==> src/rtl/dump_pkg.sv <==
// dump_pkg: shared types and constants for the memory dumper.
package dump_pkg;

    // Dump sequencer states.
    typedef enum logic [1:0] {
        StIdle,
        StRead,
        StDrain,
        StDone
    } dump_state_e;

    // Output buffer depth and the width of its occupancy count.
    localparam int unsigned FifoDepth = 2;
    localparam int unsigned FifoCntW  = $clog2(FifoDepth + 1);

    // Byte distance between consecutive dumped words.
    localparam int unsigned AddrStride = 4;

endpackage

==> src/rtl/dump_fifo.sv <==
// dump_fifo: two-entry first-word-fall-through buffer with occupancy count.
// The head entry always sits in head_q so the output needs no read mux.
module dump_fifo
    import dump_pkg::*;
#(
    parameter int unsigned Width = 64
) (
    input  logic                clk_i,
    input  logic                rst_i,
    input  logic                push_i,
    input  logic [Width-1:0]    wdata_i,
    input  logic                pop_i,
    output logic                valid_o,
    output logic [Width-1:0]    rdata_o,
    output logic [FifoCntW-1:0] count_o
);

    logic [Width-1:0]    head_q, head_d;
    logic [Width-1:0]    tail_q, tail_d;
    logic [FifoCntW-1:0] count_q, count_d;
    logic                do_push, do_pop;

    assign do_pop  = pop_i && (count_q != '0);
    // A full buffer can still take a word when the head leaves this cycle.
    assign do_push = push_i && ((count_q != FifoCntW'(FifoDepth)) || do_pop);

    // Next-state for storage and occupancy; simultaneous push/pop keeps the count.
    always_comb begin
        head_d  = head_q;
        tail_d  = tail_q;
        count_d = count_q;
        unique case ({do_push, do_pop})
            2'b10: begin
                if (count_q == '0) begin
                    head_d = wdata_i;
                end else begin
                    tail_d = wdata_i;
                end
                count_d = count_q + FifoCntW'(1);
            end
            2'b01: begin
                head_d  = tail_q;
                count_d = count_q - FifoCntW'(1);
            end
            2'b11: begin
                if (count_q == FifoCntW'(1)) begin
                    head_d = wdata_i;
                end else begin
                    head_d = tail_q;
                    tail_d = wdata_i;
                end
            end
            default: begin
            end
        endcase
    end

    // Storage and occupancy registers, cleared by synchronous reset.
    always_ff @(posedge clk_i) begin
        if (rst_i) begin
            head_q  <= '0;
            tail_q  <= '0;
            count_q <= '0;
        end else begin
            head_q  <= head_d;
            tail_q  <= tail_d;
            count_q <= count_d;
        end
    end

    assign valid_o = (count_q != '0);
    assign rdata_o = head_q;
    assign count_o = count_q;

endmodule

==> src/rtl/mem_dumper.sv <==
// mem_dumper: reads dump_count words starting at dump_base and streams each
// {address, data} pair out on a valid/ready port in increasing address order.
// Defining MEM_DUMPER_CHECKSUM_EN adds a dump_checksum output holding the
// wrapping sum of the words transferred in the current dump.
module mem_dumper
    import dump_pkg::*;
#(
    parameter int unsigned ADDR_W = 32,
    parameter int unsigned DATA_W = 32,
    parameter int unsigned CNT_W  = 16
) (
    input  logic              clk,
    input  logic              rst,
    input  logic              dump_start,
    input  logic [ADDR_W-1:0] dump_base,
    input  logic [CNT_W-1:0]  dump_count,
    output logic              dump_busy,
    output logic              dump_done,
    output logic              mem_re,
    output logic [ADDR_W-1:0] mem_raddr,
    input  logic [DATA_W-1:0] mem_rdata,
    output logic              out_valid,
    input  logic              out_ready,
    output logic [ADDR_W-1:0] out_addr,
`ifdef MEM_DUMPER_CHECKSUM_EN
    output logic [DATA_W-1:0] dump_checksum,
`endif
    output logic [DATA_W-1:0] out_data
);

    localparam int unsigned OccW   = FifoCntW + 1;
    localparam int unsigned EntryW = ADDR_W + DATA_W;

    dump_state_e         state_q;
    logic [ADDR_W-1:0]   addr_q;
    logic [CNT_W-1:0]    rem_q;
    logic                busy_q;
    logic                done_q;
    logic                infl_q;
    logic [ADDR_W-1:0]   infl_addr_q;

    logic                accept;
    logic                fifo_push;
    logic                fifo_pop;
    logic                fifo_valid;
    logic [EntryW-1:0]   fifo_wdata;
    logic [EntryW-1:0]   fifo_rdata;
    logic [FifoCntW-1:0] fifo_cnt;
    logic [OccW-1:0]     occ_next;

    assign accept     = (state_q == StIdle) && dump_start;
    assign fifo_push  = infl_q;
    assign fifo_pop   = fifo_valid && out_ready;
    assign fifo_wdata = {infl_addr_q, mem_rdata};

    // Buffer occupancy after this cycle's push and pop. A read issued now
    // lands next cycle, so it is safe whenever this stays below the depth.
    // Crediting the pop here is what allows one word per cycle.
    assign occ_next = OccW'(fifo_cnt) + OccW'(infl_q) - OccW'(fifo_pop);

    // Combinational so the read decision can use this cycle's out_ready.
    assign mem_re = (state_q == StRead) && (occ_next < OccW'(FifoDepth));

    // Dump sequencer: accepts requests, walks the address range, waits for drain.
    always_ff @(posedge clk) begin
        if (rst) begin
            state_q <= StIdle;
            addr_q  <= '0;
            rem_q   <= '0;
            busy_q  <= 1'b0;
            done_q  <= 1'b0;
        end else begin
            done_q <= 1'b0;
            unique case (state_q)
                StIdle: begin
                    if (dump_start) begin
                        if (dump_count != '0) begin
                            addr_q  <= dump_base;
                            rem_q   <= dump_count;
                            busy_q  <= 1'b1;
                            state_q <= StRead;
                        end else begin
                            done_q  <= 1'b1;
                            state_q <= StDone;
                        end
                    end
                end
                StRead: begin
                    if (mem_re) begin
                        // Wraps naturally modulo 2^ADDR_W.
                        addr_q <= addr_q + ADDR_W'(AddrStride);
                        rem_q  <= rem_q - CNT_W'(1);
                        if (rem_q == CNT_W'(1)) begin
                            state_q <= StDrain;
                        end
                    end
                end
                StDrain: begin
                    // No reads issue here, so empty-after-this-cycle means finished.
                    if (occ_next == '0) begin
                        busy_q  <= 1'b0;
                        done_q  <= 1'b1;
                        state_q <= StDone;
                    end
                end
                StDone: begin
                    state_q <= StIdle;
                end
                default: begin
                    state_q <= StIdle;
                end
            endcase
        end
    end

    // Track the single read in flight and the address its data belongs to.
    always_ff @(posedge clk) begin
        if (rst) begin
            infl_q      <= 1'b0;
            infl_addr_q <= '0;
        end else begin
            infl_q <= mem_re;
            if (mem_re) begin
                infl_addr_q <= addr_q;
            end
        end
    end

    dump_fifo #(
        .Width (EntryW)
    ) u_fifo (
        .clk_i   (clk),
        .rst_i   (rst),
        .push_i  (fifo_push),
        .wdata_i (fifo_wdata),
        .pop_i   (fifo_pop),
        .valid_o (fifo_valid),
        .rdata_o (fifo_rdata),
        .count_o (fifo_cnt)
    );

`ifdef MEM_DUMPER_CHECKSUM_EN
    logic [DATA_W-1:0] csum_q;

    // Wrapping sum of words handed to the consumer since the dump was accepted.
    always_ff @(posedge clk) begin
        if (rst) begin
            csum_q <= '0;
        end else if (accept) begin
            csum_q <= '0;
        end else if (fifo_pop) begin
            csum_q <= csum_q + out_data;
        end
    end

    assign dump_checksum = csum_q;
`else
    logic unused_accept;
    assign unused_accept = accept;
`endif

    assign dump_busy = busy_q;
    assign dump_done = done_q;
    assign mem_raddr = addr_q;
    assign out_valid = fifo_valid;
    assign out_addr  = fifo_rdata[EntryW-1:DATA_W];
    assign out_data  = fifo_rdata[DATA_W-1:0];

endmodule
==> config.mk <==
export PLATFORM = sky130hd
export DESIGN_NAME = mem_dumper
export DESIGN_NICKNAME = d
export VERILOG_FILES = /design/src/rtl/dump_pkg.sv /design/src/rtl/dump_fifo.sv /design/src/rtl/mem_dumper.sv
export SDC_FILE = /design/constraint.sdc
export NUM_CORES = 1
export LEC_CHECK = 0
export BUFFER_PORTS_ARGS = -buffer_cell sky130_fd_sc_hd__buf_2
export CORE_ASPECT_RATIO = 1.5
export CORE_MARGIN = 2
export CORE_UTILIZATION = 60
export DETAILED_ROUTE_END_ITERATION = 10
export PLACE_DENSITY = 0.85
export SLEW_MARGIN = 0
export SYNTH_ARGS = -nofsm -noshare
export SYNTH_HDL_FRONTEND = slang
export SYNTH_HIERARCHICAL = 1
export SYNTH_SLANG_ARGS = --single-unit
==> constraint.sdc <==
create_clock -name clk -period 10.4 [get_ports clk]
set_input_delay 0.52 -clock clk [delete_from_list [all_inputs] [get_ports clk]]
set_output_delay 0.52 -clock clk [all_outputs]
set_load 0.03 [all_outputs]
==> results.md <==
* RSZ-0062 raised after global routing: false
* Initial DRC count at between 800 and 900
* CP Depth at 14
* Met1 Resource Use GR at 37.3%
* Net Count, Synth at 1360
* Reg2reg end: mem_raddr[8]
* Peak VDD IR at 0.253 mV
* Most Used Layer, Global Route: met2
* Status: completed
* Final WS setup at about 5.7 ns
* Crit. End Element: output port
* Starting Density at roughly three fifths
* Reg2Reg Depth at 15
* Setup Viol. Count Final at 0
* CTS tree: built
* HP Class: primary input to register
* Met3 Track Usage GR at between 3 and 4%
* Pre-CTS setup slack at 6.30 ns
* Post-CTS sizing at 0
* Net switching power figure at 1910 µW
* CP max-delay cell: dfxtp_1
* CP Launch Type: register
* CORE AREA at between 0.015 and 0.02 mm²
* Die ar. at around 0.018 mm²
* Global-route wire length before repair at 42.7 mm
* Clock Power Share at 19.1%
* Area grow syn2layout at 15.1%
* Number of global-route vias before repair at ~8700
* Gp weighted congestion at between 0.8 and 0.9
* Gate family responsible for the most delay along the worst path: buffers and inverters
* Syn Inst Count at 1263
* Synth Warn # at 6
* CP most frequent cell: inv_1
* # nets final at 1480
* Sequential cell area at about 0.0043 mm²
* Mapped Avg Cell Area at between 7 and 8 µm²
* Min cycle time layout at about 4.7 ns
* Worst Skew at around 0.0092 ns
* Crit Path Max Fanout at 35
* Predominant post-synthesis flop cell: dfxtp_1
* Share of power burned in registers at a little under a third
* Synthesized cell area at roughly 0.010 mm²
* Pwr Total at ~4100 µW
* CP required at about 9.9 ns
* Ys async rst share at 0%
* Commonest cells after routing, fill and taps aside: nand2_1, dfxtp_1, buf_2
* Hold path depth at 3
* Via count of the routed design at between 9000 and 10000
* Clock slew at reported path FFs at about 0.070 ns
* Max Clk Rate at 214 MHz
* Die height at between 150 and 200 µm
* Clock latency on the worst-skew pair at roughly 0.5 ns
* Switch share at between 40% and 50%
* Register area share after synthesis at 42.7%
* Die X at ~110 µm
* Grt ovf at 0
* CTS Buffer Depth at 3
* Multi-input gate area in the final layout at approximately 0.0052 mm²
* Setup TNS at 0 ns
* Clock Tree Root: clkbuf_16
* Critical path cell sequence: inv_1, ha_1, inv_1, and2_1, ha_1, inv_1, ha_1, fa_1, xnor2_1, or3_1, buf_4, inv_1, buf_4, buf_2
* H-tree levels at 1
* Period utilisation layout at roughly 45%
* Port bufs at between 150 and 200
* Filler Cell Count at roughly 1400
* GRT Overall Usage at about 29%
* Share of layout cells above drive strength 1 at between 20% and 30%
* CTS Hold Bufs at 0
* Max-cap viol count at 0
* Synth cell types at 61
* Kind of critical path: register to output port
* Final Slew Violations at 0
* DP Wirelength at ~17 mm
* WP buf/inv at 7
* Max_slew headroom at between 40% and 50%
* Final Hold Fails at 0
* Comb power frac at between 40% and 50%
* Io pins at 184
* Int Pwr at around 2200 µW
* Crit path arrival time at roughly 4.2 ns
* Total CTS buffers at 21
* Reg2reg start: u_fifo/count_o[1]
* Drc violations at 0
* Reg2reg setup slack at between 6 and 7 ns
* Postcts setup bufs at 0
* Max stage delay on crit path at roughly 0.37 ns
* Pin count of the biggest net entering global routing at 89
* Rows at between 50 and 60
* Number of synthesized register bits at around 220
* Slew at the pin with the worst max-slew slack at around 0.89 ns
* Ant diodes at 0
* Hold EP: mem_raddr[0]
* Initial antenna violation count at 0
* Commonest non-fill, non-tap cell in the layout: nand2_1
* Detail Route Antenna Nets at 0
* GR Layer Usage met2 at between 40 and 50%
* Avg WL per Cell at 16.7 µm
* Sink Count at between 200 and 250
* Power per cell area at between 300 and 400 mW/mm²
* Post-Route WL at 26.8 mm
* DR pass1 iterations at 5
* Post-synth EDFFs at 0
* Via density at between 5 and 6
* Hold_sp: dump_base[0]
* Static leakage at around 0.0044 µW
* Hold_ws at 0.271 ns
-- cell families after synthesis --
kind of cell	count (synthesis)	share of synthesized area [%]
buffers and inverters	122	5.77
DFF	215	42.7
xor gates and xnor gates	2	0.174
AOI/OAI and AO/OA	273	16.9
and+or+nand+nor	630	32.0
muxes	8	0.819
adders and majority gates	13	1.69
-- registers in the layout (all words and copies together) (netlist names) --
register        cells
u_fifo/tail_q      64
fifo_push           1
mem_raddr          32
u_fifo/rdata_o     64
infl_addr_q        32
rem_q              16
u_fifo/count_o      2
dump_done           1
dump_busy           1
state_q             2
-- area by class of cell --
type	count	area share (%)
Tap cell	210	2.26
Multi-Input combinational cell	926	44.9
Timing Repair Buffer	199	9.00
Sequential cell	215	37.1
Clock inverter	8	0.852
Inverter	20	0.647
Clock buffer	28	5.27
-- cell usage after synthesis, types with 19 or more instances --
cell | number | area share, %
nor3_1 | 77 | 3.8
o21ai_0 | 44 | 2.2
clkbuf_1 | 53 | 2.0
inv_1 | 19 | 0.71
buf_2 | 26 | 1.3
nor4_1 | 24 | 1.5
nor2_1 | 151 | 5.6
nor4_2 | 51 | 6.3
a21oi_1 | 161 | 8.0
nand2_1 | 237 | 8.8
dfxtp_1 | 215 | 43
-- power by group through the flow --
stage	Clock [µW]	Combinational (µW)	Sequential, µW
3_3_place_gp	0	1950	1290
6_report	782	2020	1290
2_1_floorplan	0	1260	1580
4_1_cts	791	2010	1280
5_1_grt	824	2200	1320
3_5_place_dp	0	2000	1300
-- stage by stage --
step | std cells | utilization (%) | area, µm²
final | 1606 | 69.8 | 11600
after global routing | 1606 | 69.8 | 11600
after CTS | 1606 | 69.8 | 11600
after detailed placement | 1570 | 65.6 | 10900
after global placement | 1570 | 65.6 | 10900
after floorplan | 1263 | - | 10100
-- metal layers --
layer,up-vias,share of wire [%]
met4,0,3.3
met2,351,49
met5,-,0
met1,4558,41
met3,63,6.4
li1,4635,-
-- worst max-delay path by stage --
stage | startpoint | to | slack [ns]
after global placement | u_fifo/count_o[1] | mem_re | 6.48
final | u_fifo/count_o[1] | mem_re | 5.73
after global routing | u_fifo/count_o[1] | mem_re | 5.47
after floorplan | u_fifo/count_o[0] | mem_re | 6.57
after CTS | u_fifo/count_o[1] | mem_re | 5.72
after detailed placement | u_fifo/count_o[1] | mem_re | 6.30
-- worst reg2reg max path, cell delays in order, from the launching register on --
cell and delay [ns]:
dfxtp_1 0.37, inv_1 0.12, ha_1 0.37, inv_1 0.14, and2_1 0.27, ha_1 0.32
inv_1 0.04, ha_1 0.18, fa_1 0.38, xnor2_1 0.16, or3_1 0.35, buf_4 0.26
a221oi_4 0.28, buf_4 0.38, a21oi_1 0.13, a211oi_1 0.23
Power figures use the tool's default switching activity.
